<file path="src/rtl/shift_pipe.sv">
// shift_pipe: pipelined log-stage barrel shifter for FP significand
// alignment / normalisation.
//
// Ports
//   clk, rst_n            rising-edge clock, async active-low reset
//   in_valid / in_ready   input handshake; in_ready = !out_valid || out_ready
//   in_sign, in, nshift   sign (passed through), magnitude, shift amount
//   mode                  00 lsr, 01 asr, 10 lsl, 11 ror
//   out_valid / out_ready output handshake
//   out_sign, out         delayed sign, shifted magnitude
//   guard, sticky         right-shift rounding bits
//   ovf                   left shift dropped a 1
//
// Stage i applies the shift for nshift bit SHW-1-i (largest amount first).
// The whole pipe advances together, so a stalled output freezes every stage.

module shift_pipe_stage #(
  parameter int WIDTH = 24,
  parameter int K     = 1
) (
  input  logic             clk,
  input  logic             rst_n,
  input  logic             i_en,
  input  logic             i_do,
  input  logic [1:0]       i_mode,
  input  logic             i_vld,
  input  logic [WIDTH-1:0] i_val,
  input  logic             i_sign,
  input  logic             i_g,
  input  logic             i_s,
  input  logic             i_o,
  output logic             o_vld,
  output logic [WIDTH-1:0] o_val,
  output logic             o_sign,
  output logic             o_g,
  output logic             o_s,
  output logic             o_o
);
  localparam int KR   = K % WIDTH;
  // Guard is bit K-1 of the sign-extended value; past WIDTH it is the fill.
  localparam bit G_IN = (K - 1 < WIDTH);
  localparam int GI   = G_IN ? K - 1 : 0;
  localparam bit S_FILL = (K - 1 > WIDTH);

  logic             w_fill, w_gout, w_sto, w_ovo;
  logic [WIDTH-1:0] w_sr, w_sl, w_rr;
  logic [WIDTH-1:0] w_val;
  logic             w_g, w_s, w_o;

  logic             r_vld, r_sign, r_g, r_s, r_o;
  logic [WIDTH-1:0] r_val;

  always_comb begin
    w_fill = (i_mode == 2'b01) & i_val[WIDTH-1];
    w_sr   = '0;
    w_sl   = '0;
    w_rr   = '0;
    w_sto  = 1'b0;
    w_ovo  = 1'b0;
    for (int b = 0; b < WIDTH; b++) begin
      w_sr[b] = (b + K < WIDTH) ? i_val[(b + K < WIDTH) ? b + K : 0] : w_fill;
      w_sl[b] = (b >= K) ? i_val[(b >= K) ? b - K : 0] : 1'b0;
      w_rr[b] = i_val[(b + KR) % WIDTH];
      if (b < K - 1)      w_sto = w_sto | i_val[b];
      if (b + K >= WIDTH) w_ovo = w_ovo | i_val[b];
    end
    w_gout = G_IN ? i_val[GI] : w_fill;
    if (S_FILL) w_sto = w_sto | w_fill;

    w_val = i_val;
    w_g   = i_g;
    w_s   = i_s;
    w_o   = i_o;
    if (i_do) begin
      case (i_mode)
        2'b00, 2'b01: begin
          // Fold the previous guard into sticky so the chain of stages
          // matches one single-step shift by the total amount.
          w_val = w_sr;
          w_g   = w_gout;
          w_s   = i_s | i_g | w_sto;
        end
        2'b10: begin
          w_val = w_sl;
          w_o   = i_o | w_ovo;
        end
        default: w_val = w_rr;
      endcase
    end
  end

  always_ff @(posedge clk or negedge rst_n) begin
    if (!rst_n) begin
      r_vld  <= 1'b0;
      r_val  <= '0;
      r_sign <= 1'b0;
      r_g    <= 1'b0;
      r_s    <= 1'b0;
      r_o    <= 1'b0;
    end else if (i_en) begin
      r_vld  <= i_vld;
      r_val  <= w_val;
      r_sign <= i_sign;
      r_g    <= w_g;
      r_s    <= w_s;
      r_o    <= w_o;
    end
  end

  assign o_vld  = r_vld;
  assign o_val  = r_val;
  assign o_sign = r_sign;
  assign o_g    = r_g;
  assign o_s    = r_s;
  assign o_o    = r_o;
endmodule

module shift_pipe #(
  parameter int WIDTH = 24,
  parameter int SHW   = 5
) (
  input  logic             clk,
  input  logic             rst_n,
  input  logic             in_valid,
  output logic             in_ready,
  input  logic             in_sign,
  input  logic [WIDTH-1:0] in,
  input  logic [SHW-1:0]   nshift,
  input  logic [1:0]       mode,
  output logic             out_valid,
  input  logic             out_ready,
  output logic             out_sign,
  output logic [WIDTH-1:0] out,
  output logic             guard,
  output logic             sticky,
  output logic             ovf
);
  logic                      w_adv;
  logic [SHW:0]              vld_pipe;
  logic [SHW:0][WIDTH-1:0]   w_val;
  logic [SHW:0]              w_sign, w_g, w_s, w_o;
  logic [SHW-1:0][SHW-1:0]   w_nsh;
  logic [SHW-1:0][1:0]       w_mode;
  logic [SHW-1:0]            w_do;

  assign w_adv    = !out_valid || out_ready;
  assign in_ready = w_adv;

  // Entry point: flags start clear for every beat.
  assign vld_pipe[0] = in_valid;
  assign w_val[0]    = in;
  assign w_sign[0]   = in_sign;
  assign w_g[0]      = 1'b0;
  assign w_s[0]      = 1'b0;
  assign w_o[0]      = 1'b0;
  assign w_nsh[0]    = nshift;
  assign w_mode[0]   = mode;

  for (genvar i = 0; i < SHW; i++) begin : g_stage
    localparam int BIT = SHW - 1 - i;

    assign w_do[i] = |(w_nsh[i] & SHW'(1 << BIT));

    shift_pipe_stage #(.WIDTH(WIDTH), .K(1 << BIT)) u_stage (
      .clk    (clk),
      .rst_n  (rst_n),
      .i_en   (w_adv),
      .i_do   (w_do[i]),
      .i_mode (w_mode[i]),
      .i_vld  (vld_pipe[i]),
      .i_val  (w_val[i]),
      .i_sign (w_sign[i]),
      .i_g    (w_g[i]),
      .i_s    (w_s[i]),
      .i_o    (w_o[i]),
      .o_vld  (vld_pipe[i+1]),
      .o_val  (w_val[i+1]),
      .o_sign (w_sign[i+1]),
      .o_g    (w_g[i+1]),
      .o_s    (w_s[i+1]),
      .o_o    (w_o[i+1])
    );

    // Control travels alongside the data; the last stage has no successor.
    if (i < SHW - 1) begin : g_ctl
      logic [SHW-1:0] r_nsh;
      logic [1:0]     r_mode;
      always_ff @(posedge clk or negedge rst_n) begin
        if (!rst_n) begin
          r_nsh  <= '0;
          r_mode <= '0;
        end else if (w_adv) begin
          r_nsh  <= w_nsh[i];
          r_mode <= w_mode[i];
        end
      end
      assign w_nsh[i+1]  = r_nsh;
      assign w_mode[i+1] = r_mode;
    end
  end

  assign out_valid = vld_pipe[SHW];
  assign out       = w_val[SHW];
  assign out_sign  = w_sign[SHW];
  assign guard     = w_g[SHW];
  assign sticky    = w_s[SHW];
  assign ovf       = w_o[SHW];
endmodule
</file>
<file path="config.mk">
export PLATFORM = sky130hd
export DESIGN_NAME = shift_pipe
export DESIGN_NICKNAME = d
export VERILOG_FILES = /design/src/rtl/shift_pipe.sv
export SDC_FILE = /design/constraint.sdc
export NUM_CORES = 1
export LEC_CHECK = 0
export BUFFER_PORTS_ARGS = -buffer_cell sky130_fd_sc_hd__buf_2
export CORE_AREA = 8 8 161 103
export CTS_BUF_LIST = sky130_fd_sc_hd__clkbuf_2
export DETAILED_ROUTE_END_ITERATION = 8
export DIE_AREA = 0 0 169 111
export HOLD_SLACK_MARGIN = 0.12
export PLACE_DENSITY = 0.91
export SETUP_SLACK_MARGIN = 0.02
export SLEW_MARGIN = 20
export SYNTH_ARGS = -nofsm -noshare
export SYNTH_HDL_FRONTEND = slang
export SYNTH_SLANG_ARGS = --single-unit
</file>
<file path="constraint.sdc">
create_clock -name clk -period 1.46 [get_ports clk]
set_input_delay 0.073 -clock clk [delete_from_list [all_inputs] [get_ports clk]]
set_output_delay 0.073 -clock clk [all_outputs]
set_load 0.01 [all_outputs]
</file>
==> metrics.csv <==
metric;value;unit
status;finished with violations;
violations;setup timing;
fin_crit;1740;ps
cts_buffers;17;
yosys_warnings;0;
first_pass_iters;9;
ir_drop;0.934;mV
via_count;9198;
cp.arrival;1670;ps
cp-end-kind;output port;
fin_skew;87.3;ps
core;14100;sq um
cts_tree;built;
synth_ff_type;dfrtp_1;
setup_viol;40;
required;1390;ps
pre_cts_slack;15.5;ps
yosys.area.top_type;dfrtp_1;
insertion_delay;800;ps
grt_max_degree;58;
ys_ff_latch;163;
ant_nets;0;
syn_nets;1018;
critPathKind;reg -> out;
track_usage;29.9;%
slew_viol_final;0;
die_w;169;microns
critical-path-top-delay-family;flip-flops;
wl;30900;microns
finalPower;22.6;mW
crit_fanout;2;
slowest_delay;430;ps
power_density;2050;nW/um^2
port_buffers;65;
hp-class;in -> reg;
tightest_slew;571;ps
h-tree-depth;4;
netlist-cell-type-count;37;
fmax;575;MHz
start_util;61.8;%
synth_edf_count;0;
dp_hpwl;16600;microns
synth_area_leaders;dfrtp_1 47%, nand2_1 8.2%, o21ai_1 7.4%, and3b_1 6.6%, a211oi_1 5.7%;
viasPerCell;6.82;
setup_ws;-278;ps
avgSynthCellArea;8.89;sq um
root_buffer;clkbuf_2;
critPathBufInv;3;
layout.nets;1170;
rsz0062_at_grt;yes;
cp_cell_sequence;nor2b_4, inv_6, buf_12, buf_6;
die_area;18800;sq um
drc;0;
die_y;111;microns
avgRoutedWirePerCell;22.9;microns
drive_above_1_share;18.0;%
cp-start-kind;flop;
grt_pass1_wl;45200;microns
grt_pass1_vias;8487;
max_cap_violations;0;
synthToLayoutAreaGrowth;26.1;%
slew_headroom;61.9;%
drt_iter0_drc;1668;
netlist_instances;982;
min_period_over_period;119;%
n_fill_cell;814;
crit_path_top_delay_cell;dfrtp_1;
rows;34;
globalplace.congestion;0.976;
syn-cell-area;8730;sq um
cts_num_sinks;163;
async_flop_share;100;%
path_clk_slew;300;ps
final_hold_viol_count;0;
ios;66;
cts.path.max_buffers;2;
antenna_found_initial;4;
synth_top_area_share;46.7;%
ys_seq_area_share;46.7;%
timing.hold.ws;194;ps
setup_tns;-2100;ps
grt_overflow_total;0;
leakage;5.08;nW
[power breakdown]
part / leakage, nW / internal [mW] / switching [mW]
Sequential: 1.99 / 6.53 / 2.33
Combinational: 2.93 / 4.92 / 6.08
Clock: 0.157 / 0.741 / 2.02
Total: 5.08 / 12.2 / 10.4
[cell usage in the layout (no fill, tap or decap), types with 4 or more instances in the layout]
cell,n
dfrtp_1,162
mux2i_1,28
mux2_2,5
o21ai_0,93
clkinv_8,4
dlygate4sd3_1,67
and3b_1,66
o211a_1,17
a2bb2oi_1,12
nor4_1,6
inv_1,7
buf_6,11
buf_4,63
nor2_1,13
nand3_1,6
buf_12,14
o21ai_1,126
clkbuf_16,4
nor2b_1,28
nand2_1,189
clkbuf_2,17
nand2b_1,6
a211oi_1,66
a21oi_1,5
inv_6,4
buf_2,55
a31oi_1,26
[registers in the layout, summed over array words and instances, names as in the netlist]
register,count
g_stage.u_stage.o_val,120
g_stage.g_ctl.r_nsh,10
g_stage.g_ctl.r_mode,8
g_stage.u_stage.o_g,5
g_stage.u_stage.o_o,5
g_stage.u_stage.o_s,5
g_stage.u_stage.o_sign,5
g_stage.u_stage.o_vld,5
[stage by stage]
step	instance area (sq um)	util (%)	std cells
finish	11000	77.9	1348
global route	11000	77.9	1348
CTS	10600	75.2	1325
detailed placement	9510	67.3	1212
global placement	9510	67.3	1212
floorplan	8730	-	982
[cells by family after synthesis]
logic type | share of synthesized area, %
and+or+nand+nor | 19.8
buffers and inverters | 4.84
AOI/OAI and AO/OA | 24.5
DFF | 46.7
muxes | 4.11
[final timing paths]
kind | start | endpoint | slack [ps] | cells after the start
max | g_stage[4].u_stage.o_vld | in_ready | -280 | 4
min | in[15] | g_stage[0].u_stage.o_val[15] | 190 | 4
max reg2reg | g_stage[4].u_stage.o_vld | g_stage[0].u_stage.o_val[18] | -210 | 6
min reg2reg | g_stage[0].u_stage.o_vld | g_stage[1].u_stage.o_vld | 510 | 2
max in group asynchronous | rst_n | g_stage[1].u_stage.o_val[16] | 260 | 5
min in group asynchronous | rst_n | g_stage[4].u_stage.o_val[3] | 430 | 4
[routing by layer]
metal | up-vias | global-route usage [%] | routed length, microns
met2 | 851 | 43.8 | 13200
met3 | 236 | 11.7 | 4680
met1 | 4266 | 38.2 | 10900
li1 | 3843 | - | -
met5 | - | 0 | 13
met4 | 2 | 14.7 | 2030
[synth_stat cells, types with 17 or more instances]
cell type    n
a31oi_1     27
clkbuf_1    43
buf_2       36
nor2b_1     29
nand2_1    190
mux2i_1     28
a211oi_1    66
o211a_1     17
dfrtp_1    163
o21ai_0     93
and3b_1     66
o21ai_1    129
[cell type report]
cell class / instances / area [sq um] / area share, %
multi-input cells: 722 / 4300 / 39.1
repair buffers: 219 / 2050 / 18.6
inverters: 11 / 50.0 / 0.455
diodes: 3 / 7.51 / 0.0682
clock inverters: 15 / 189 / 1.72
clock buffers: 17 / 85.1 / 0.773
flip-flops and latches: 163 / 4080 / 37.1
well taps: 198 / 248 / 2.25
[timing repair]
action                                  4_1_cts  5_1_grt
hold endpoints to repair                    326       16
cloned                                        1        4
pin swaps                                     1        7
buffers inserted                             13       15
gates resized for setup                       7       32
endpoints found under the setup margin       32      152
hold buffers                                 67        1
[tightest hold or removal path, stage by stage]
cell           delay (ps)
dlygate4sd3_1         530
buf_2                 150
a2bb2oi_1              80
o21ai_1               110
(Power assumes the default switching activity.)
